===== src/rtl/pipe_stage_chain_pkg.sv =====
// Shared definitions for the elastic pipeline register chain: default sizes,
// the occupancy-count width helper and the stage-index type.
package pipe_stage_chain_pkg;

    localparam int DEFAULT_DATA_W = 32;
    localparam int DEFAULT_STAGES = 4;

    // Stage index used by the chain and by the hazard/flush vector generators.
    typedef logic [7:0] stage_idx_t;

    // Number of bits needed to hold a count in the range 0..stages.
    function automatic int cnt_width(input int stages);
        return $clog2(stages + 1);
    endfunction

endpackage


===== src/rtl/pipe_stage_chain_slot.sv =====
// One pipeline slot: a valid bit plus payload register with load, hold and kill.
// Payload is written only when a valid entry arrives, so it stays 0 after reset
// until the first real entry lands.
module pipe_slot
    import pipe_stage_chain_pkg::*;
#(
    parameter int DATA_W = DEFAULT_DATA_W
) (
    input  logic              clk,
    input  logic              rst_n,
    input  logic              load,
    input  logic              kill,
    input  logic              valid_i,
    input  logic [DATA_W-1:0] data_i,
    output logic              valid_o,
    output logic              valid_next_o,
    output logic [DATA_W-1:0] data_o
);

    logic              valid_q, valid_d;
    logic [DATA_W-1:0] data_q, data_d;

    // A load replaces the slot contents, so a kill on the old entry is moot.
    always_comb begin
        valid_d = valid_q & ~kill;
        data_d  = data_q;
        if (load) begin
            valid_d = valid_i;
            if (valid_i) begin
                data_d = data_i;
            end
        end
    end

    always_ff @(posedge clk) begin
        if (!rst_n) begin
            valid_q <= 1'b0;
            data_q  <= '0;
        end else begin
            valid_q <= valid_d;
            data_q  <= data_d;
        end
    end

    assign valid_o      = valid_q;
    assign valid_next_o = valid_d;
    assign data_o       = data_q;

endmodule


===== src/rtl/pipe_stage_chain.sv =====
// Elastic valid/ready pipeline chain with bubble collapse, global stall,
// per-stage flush and a registered occupancy count. Stage 0 is the youngest.
// Define PIPE_PERF_CNT_EN to add saturating stall-cycle and flush-kill counters.
module pipe_stage_chain
    import pipe_stage_chain_pkg::*;
#(
    parameter int DATA_W = DEFAULT_DATA_W,
    parameter int STAGES = DEFAULT_STAGES,
    parameter int CNT_W  = cnt_width(STAGES)
) (
    input  logic              CLOCK,
    input  logic              RESET,
    input  logic              in_valid,
    output logic              in_ready,
    input  logic [DATA_W-1:0] in_data,
    output logic              out_valid,
    input  logic              out_ready,
    output logic [DATA_W-1:0] out_data,
    input  logic              stall_i,
    input  logic [STAGES-1:0] flush_i,
    output logic [CNT_W-1:0]  count_o
`ifdef PIPE_PERF_CNT_EN
    ,
    output logic [31:0]       stall_cycles_o,
    output logic [31:0]       flush_kills_o
`endif
);

    logic [STAGES-1:0] v;
    logic [STAGES-1:0] lv;
    logic [STAGES-1:0] rdy;
    logic [STAGES-1:0] load;
    logic [STAGES-1:0] v_next;
    logic [DATA_W-1:0] d [STAGES];
    logic [CNT_W-1:0]  count_q, count_d;

    assign lv = v & ~flush_i;

    // Backward ready: a slot can take a new entry if it is empty/killed or
    // everything older than it is moving.
    always_comb begin
        rdy = '0;
        rdy[STAGES-1] = out_ready | ~lv[STAGES-1];
        for (int k = STAGES - 2; k >= 0; k--) begin
            rdy[k] = rdy[k+1] | ~lv[k];
        end
    end

    assign load      = rdy & {STAGES{~stall_i}};
    assign in_ready  = rdy[0] & ~stall_i;
    assign out_valid = lv[STAGES-1] & ~stall_i;
    assign out_data  = d[STAGES-1];

    for (genvar g = 0; g < STAGES; g++) begin : g_slot
        logic              src_valid;
        logic [DATA_W-1:0] src_data;

        if (g == 0) begin : g_head
            assign src_valid = in_valid;
            assign src_data  = in_data;
        end else begin : g_body
            assign src_valid = lv[g-1];
            assign src_data  = d[g-1];
        end

        pipe_slot #(
            .DATA_W (DATA_W)
        ) u_slot (
            .clk          (CLOCK),
            .rst_n        (RESET),
            .load         (load[g]),
            .kill         (flush_i[g]),
            .valid_i      (src_valid),
            .data_i       (src_data),
            .valid_o      (v[g]),
            .valid_next_o (v_next[g]),
            .data_o       (d[g])
        );
    end

    always_comb begin
        count_d = '0;
        for (int k = 0; k < STAGES; k++) begin
            count_d = count_d + CNT_W'(v_next[k]);
        end
    end

    always_ff @(posedge CLOCK) begin
        if (!RESET) begin
            count_q <= '0;
        end else begin
            count_q <= count_d;
        end
    end

    assign count_o = count_q;

`ifdef PIPE_PERF_CNT_EN
    logic [31:0]      stall_cycles_q, stall_cycles_d;
    logic [31:0]      flush_kills_q, flush_kills_d;
    logic [CNT_W-1:0] kills;
    logic [32:0]      kill_sum;

    // Kills are counted on the raw valid bits, so an empty slot flushed is free.
    always_comb begin
        kills = '0;
        for (int k = 0; k < STAGES; k++) begin
            kills = kills + CNT_W'(v[k] & flush_i[k]);
        end
        kill_sum      = {1'b0, flush_kills_q} + 33'(kills);
        flush_kills_d = kill_sum[32] ? 32'hFFFF_FFFF : kill_sum[31:0];

        stall_cycles_d = stall_cycles_q;
        if ((stall_i | (out_valid & ~out_ready)) && (stall_cycles_q != 32'hFFFF_FFFF)) begin
            stall_cycles_d = stall_cycles_q + 32'd1;
        end
    end

    always_ff @(posedge CLOCK) begin
        if (!RESET) begin
            stall_cycles_q <= '0;
            flush_kills_q  <= '0;
        end else begin
            stall_cycles_q <= stall_cycles_d;
            flush_kills_q  <= flush_kills_d;
        end
    end

    assign stall_cycles_o = stall_cycles_q;
    assign flush_kills_o  = flush_kills_q;
`endif

endmodule


===== config.mk =====
export PLATFORM = sky130hd
export DESIGN_NAME = pipe_stage_chain
export DESIGN_NICKNAME = d
export VERILOG_FILES = /design/src/rtl/pipe_stage_chain_pkg.sv /design/src/rtl/pipe_stage_chain_slot.sv /design/src/rtl/pipe_stage_chain.sv
export SDC_FILE = /design/constraint.sdc
export NUM_CORES = 1
export LEC_CHECK = 0
export BUFFER_PORTS_ARGS = -buffer_cell sky130_fd_sc_hd__buf_2
export CORE_MARGIN = 2
export CORE_UTILIZATION = 40
export CTS_CLUSTER_SIZE = 25
export DETAILED_ROUTE_END_ITERATION = 6
export MAX_ROUTING_LAYER = met4
export SKIP_LAST_GASP = 1
export SLEW_MARGIN = 20
export SYNTH_ARGS = -nofsm -noshare
export SYNTH_HDL_FRONTEND = slang
export SYNTH_HIERARCHICAL = 1
export SYNTH_SLANG_ARGS = --single-unit

===== constraint.sdc =====
create_clock -name CLOCK -period 6.29 [get_ports CLOCK]
set_clock_uncertainty 0.15 [all_clocks]
set_input_delay 0.629 -clock CLOCK [delete_from_list [all_inputs] [get_ports CLOCK]]
set_output_delay 0.629 -clock CLOCK [all_outputs]
set_load 0.01 [all_outputs]

==> impl_results.md <==
- Status: finished, final reports clean
- P&R area growth vs syn: 12.9%
- Die X: ~130 um
- Worst reg2reg startpoint: g_slot[0].u_slot/valid_o
- Critical path launch point type: register
- GRT overflow: 0
- H-tree depth: 4
- Max VDD drop: 0.000193 V
- Commonest non-fill, non-tap cells in the layout: dfxtp_1, nand2_1, nand4_1, o21ai_2, buf_2
- Antenna violations before repair: 0
- Leakage: 2.52 nW
- TritonRoute pass-1 iters: 5
- Full die area: roughly 16000 sq um
- Core area: 14500 sq um
- Die H: around 130 um
- Commonest non-fill, non-tap cell in the layout: dfxtp_1
- DRC viols: 0
- Post-CTS resize count: 0
- Setup TNS: 0 ns
- DR vias/cell: approximately 5.2
- Final hold vios: 0
- Port bufs: 77
- Pre-CTS setup slack: ~2.5 ns
- Max Slew Vio Count: 0
- CP arrival: roughly 3.6 ns
- Gr usage total: 0.169
- CP Class: register to register
- Filler cells: 1444
- Yosys reg bits: around 140
- Via count: 4450
- Max-Cap Viols: 0
- Period minus WS final: between 3 and 4 ns
- CP max FO: 35
- Setup Fix Bufs, Post-CTS: 0
- Unrepaired setup endpoints after global routing: no
- Worst hold path class: register to register
- Worst Tran Pin Value: just over 1 ns
- Ant. Diodes: 0
- Total power: 0.00200 W
- Clock Root Buffer: clkbuf_16
- Fin area: about 6700 sq um
- Maximum clock path buffer count: 2
- Final WS setup: 2.83 ns
- Share of layout cells above drive strength 1: 0.371
- Clk slew on worst S/H paths: 0.06 ns
- Hold_buf cts: 0
- Fmax: 0.289 GHz
- Syn Nets: 675
- Post-Synthesis Cells: 631
- Wire length per cell: between 10 and 15 um
- Worst setup path startpoint: g_slot[0].u_slot/valid_o
- Pin count of the biggest net entering global routing: 183
- Pwr/cell area: 299 nW/um^2
- Mean Syn Cell Area: about 9.4 sq um
- Ports: slightly below 80
- Slew HR: 0.325
- Initial Util: 0.409
- Leading area contributor after synthesis: dfxtp_1
- Iter 0 DRT Violations: 425
- DP HPWL: 8.07 mm
- Yosys warns: 6
- First-pass GRT wire length: 21.0 mm
- Synthesized area: 5920 sq um
- CTS tree: done
- Vias in the first global route: about 4100
- Area after DPL: about 6100 sq um
- Synth cell types: 25
- Crit. End Element: register
- Final Cycle Share: 0.551
- CP required: 6.45 ns
- Register area share after synthesis: 0.456
- Worst skew pair latency: 0.42 ns
- Gpl congestion: 0.719
- Core Rows: 44
- Top-area cell type share of the netlist area: 0.456
- Post-DRT Antenna Nets: 0
- Routed Wire Length: 12.4 mm
- Min-delay src: g_slot[3].u_slot/data_o[28]
- Largest cells by area after synthesis: dfxtp_1, o21ai_2, nand4_1, nand2_1, buf_12
- Inserted Clock Buffers: 17
- Fin nets: 703
- Number of setup violations in the final report: 0
- Sink Count: 135
-- logic make-up after synthesis --
kind of cell    synth area share
flops                      0.456
compound gates             0.193
simple gates               0.243
fa+ha+maj                0.00760
buf+inv                    0.100
-- final cells by class --
class / count / area (sq um) / share of cell area
Clock buffer: 19 / 453 / 0.0677
Clock inverter: 13 / 178 / 0.0266
Inverter: 5 / 18.8 / 0.00281
Multi-Input combinational cell: 415 / 2650 / 0.397
Sequential cell: 135 / 2700 / 0.404
Tap cell: 184 / 230 / 0.0344
Timing Repair Buffer: 85 / 454 / 0.0679
-- critical path, stage by stage (launching register included) --
cell and delay, ns:
dfxtp_1 0.30, nor2b_2 0.14, buf_4 0.23, a41oi_2 0.24
buf_4 0.35, and2_4 0.57, or2_1 0.18, inv_1 0.05
fa_1 0.53, inv_1 0.04, ha_1 0.17, ha_1 0.25
and2_1 0.13
-- layer usage --
metal | track usage | routed length (um)
met5 | - | 0
met4 | 0.0588 | 114
met3 | 0.0467 | 537
met2 | 0.218 | 5190
met1 | 0.248 | 6570
-- report_power, final --
part | leakage, nW | internal [W] | switching [W]
Combinational | 1.13 | 0.0000234 | 0.0000632
Sequential | 1.09 | 0.000867 | 0.00000740
Clock | 0.297 | 0.000680 | 0.000359
Total | 2.52 | 0.00157 | 0.000429
-- path summary, 6_finish.rpt --
path | to | slack, ns | cells after the start
hold / removal | g_slot[3].u_slot/data_o[28] | 0.30 | 2
setup / recovery | count_o[1] | 2.83 | 12
setup reg to reg | count_o[1] | 2.83 | 12
hold reg to reg | g_slot[3].u_slot/data_o[28] | 0.30 | 2
-- per-stage QoR --
step           std cells  hold WS (ns)  utilization
2_1_floorplan        631         0.279            -
3_3_place_gp         824         0.291        0.418
3_5_place_dp         824         0.296        0.418
4_1_cts              856         0.295        0.462
5_1_grt              856         0.307        0.462
6_report             856         0.298        0.462
-- sequential cells by signal, summed over array words and instances, names as in the netlist --
register,cells
g_slot.u_slot/valid_o,4
g_slot.u_slot/data_o,128
count_o,3
-- Yosys cell counts --
cell / n
buf_6: 8
and2_1: 3
nor3b_4: 1
a31oi_1: 1
buf_12: 12
nand2_1: 128
o21a_1: 4
or2_1: 4
fa_1: 1
nand4_1: 128
a41oi_1: 1
a21oi_1: 1
buf_4: 4
o21ai_1: 8
dfxtp_1: 135
o21ai_2: 120
inv_1: 5
nor2b_2: 1
nor2b_1: 2
nor2_1: 1
and2_4: 4
buf_2: 16
nor3b_1: 5
ha_1: 2
clkbuf_1: 36
(Power assumes the default switching activity.)
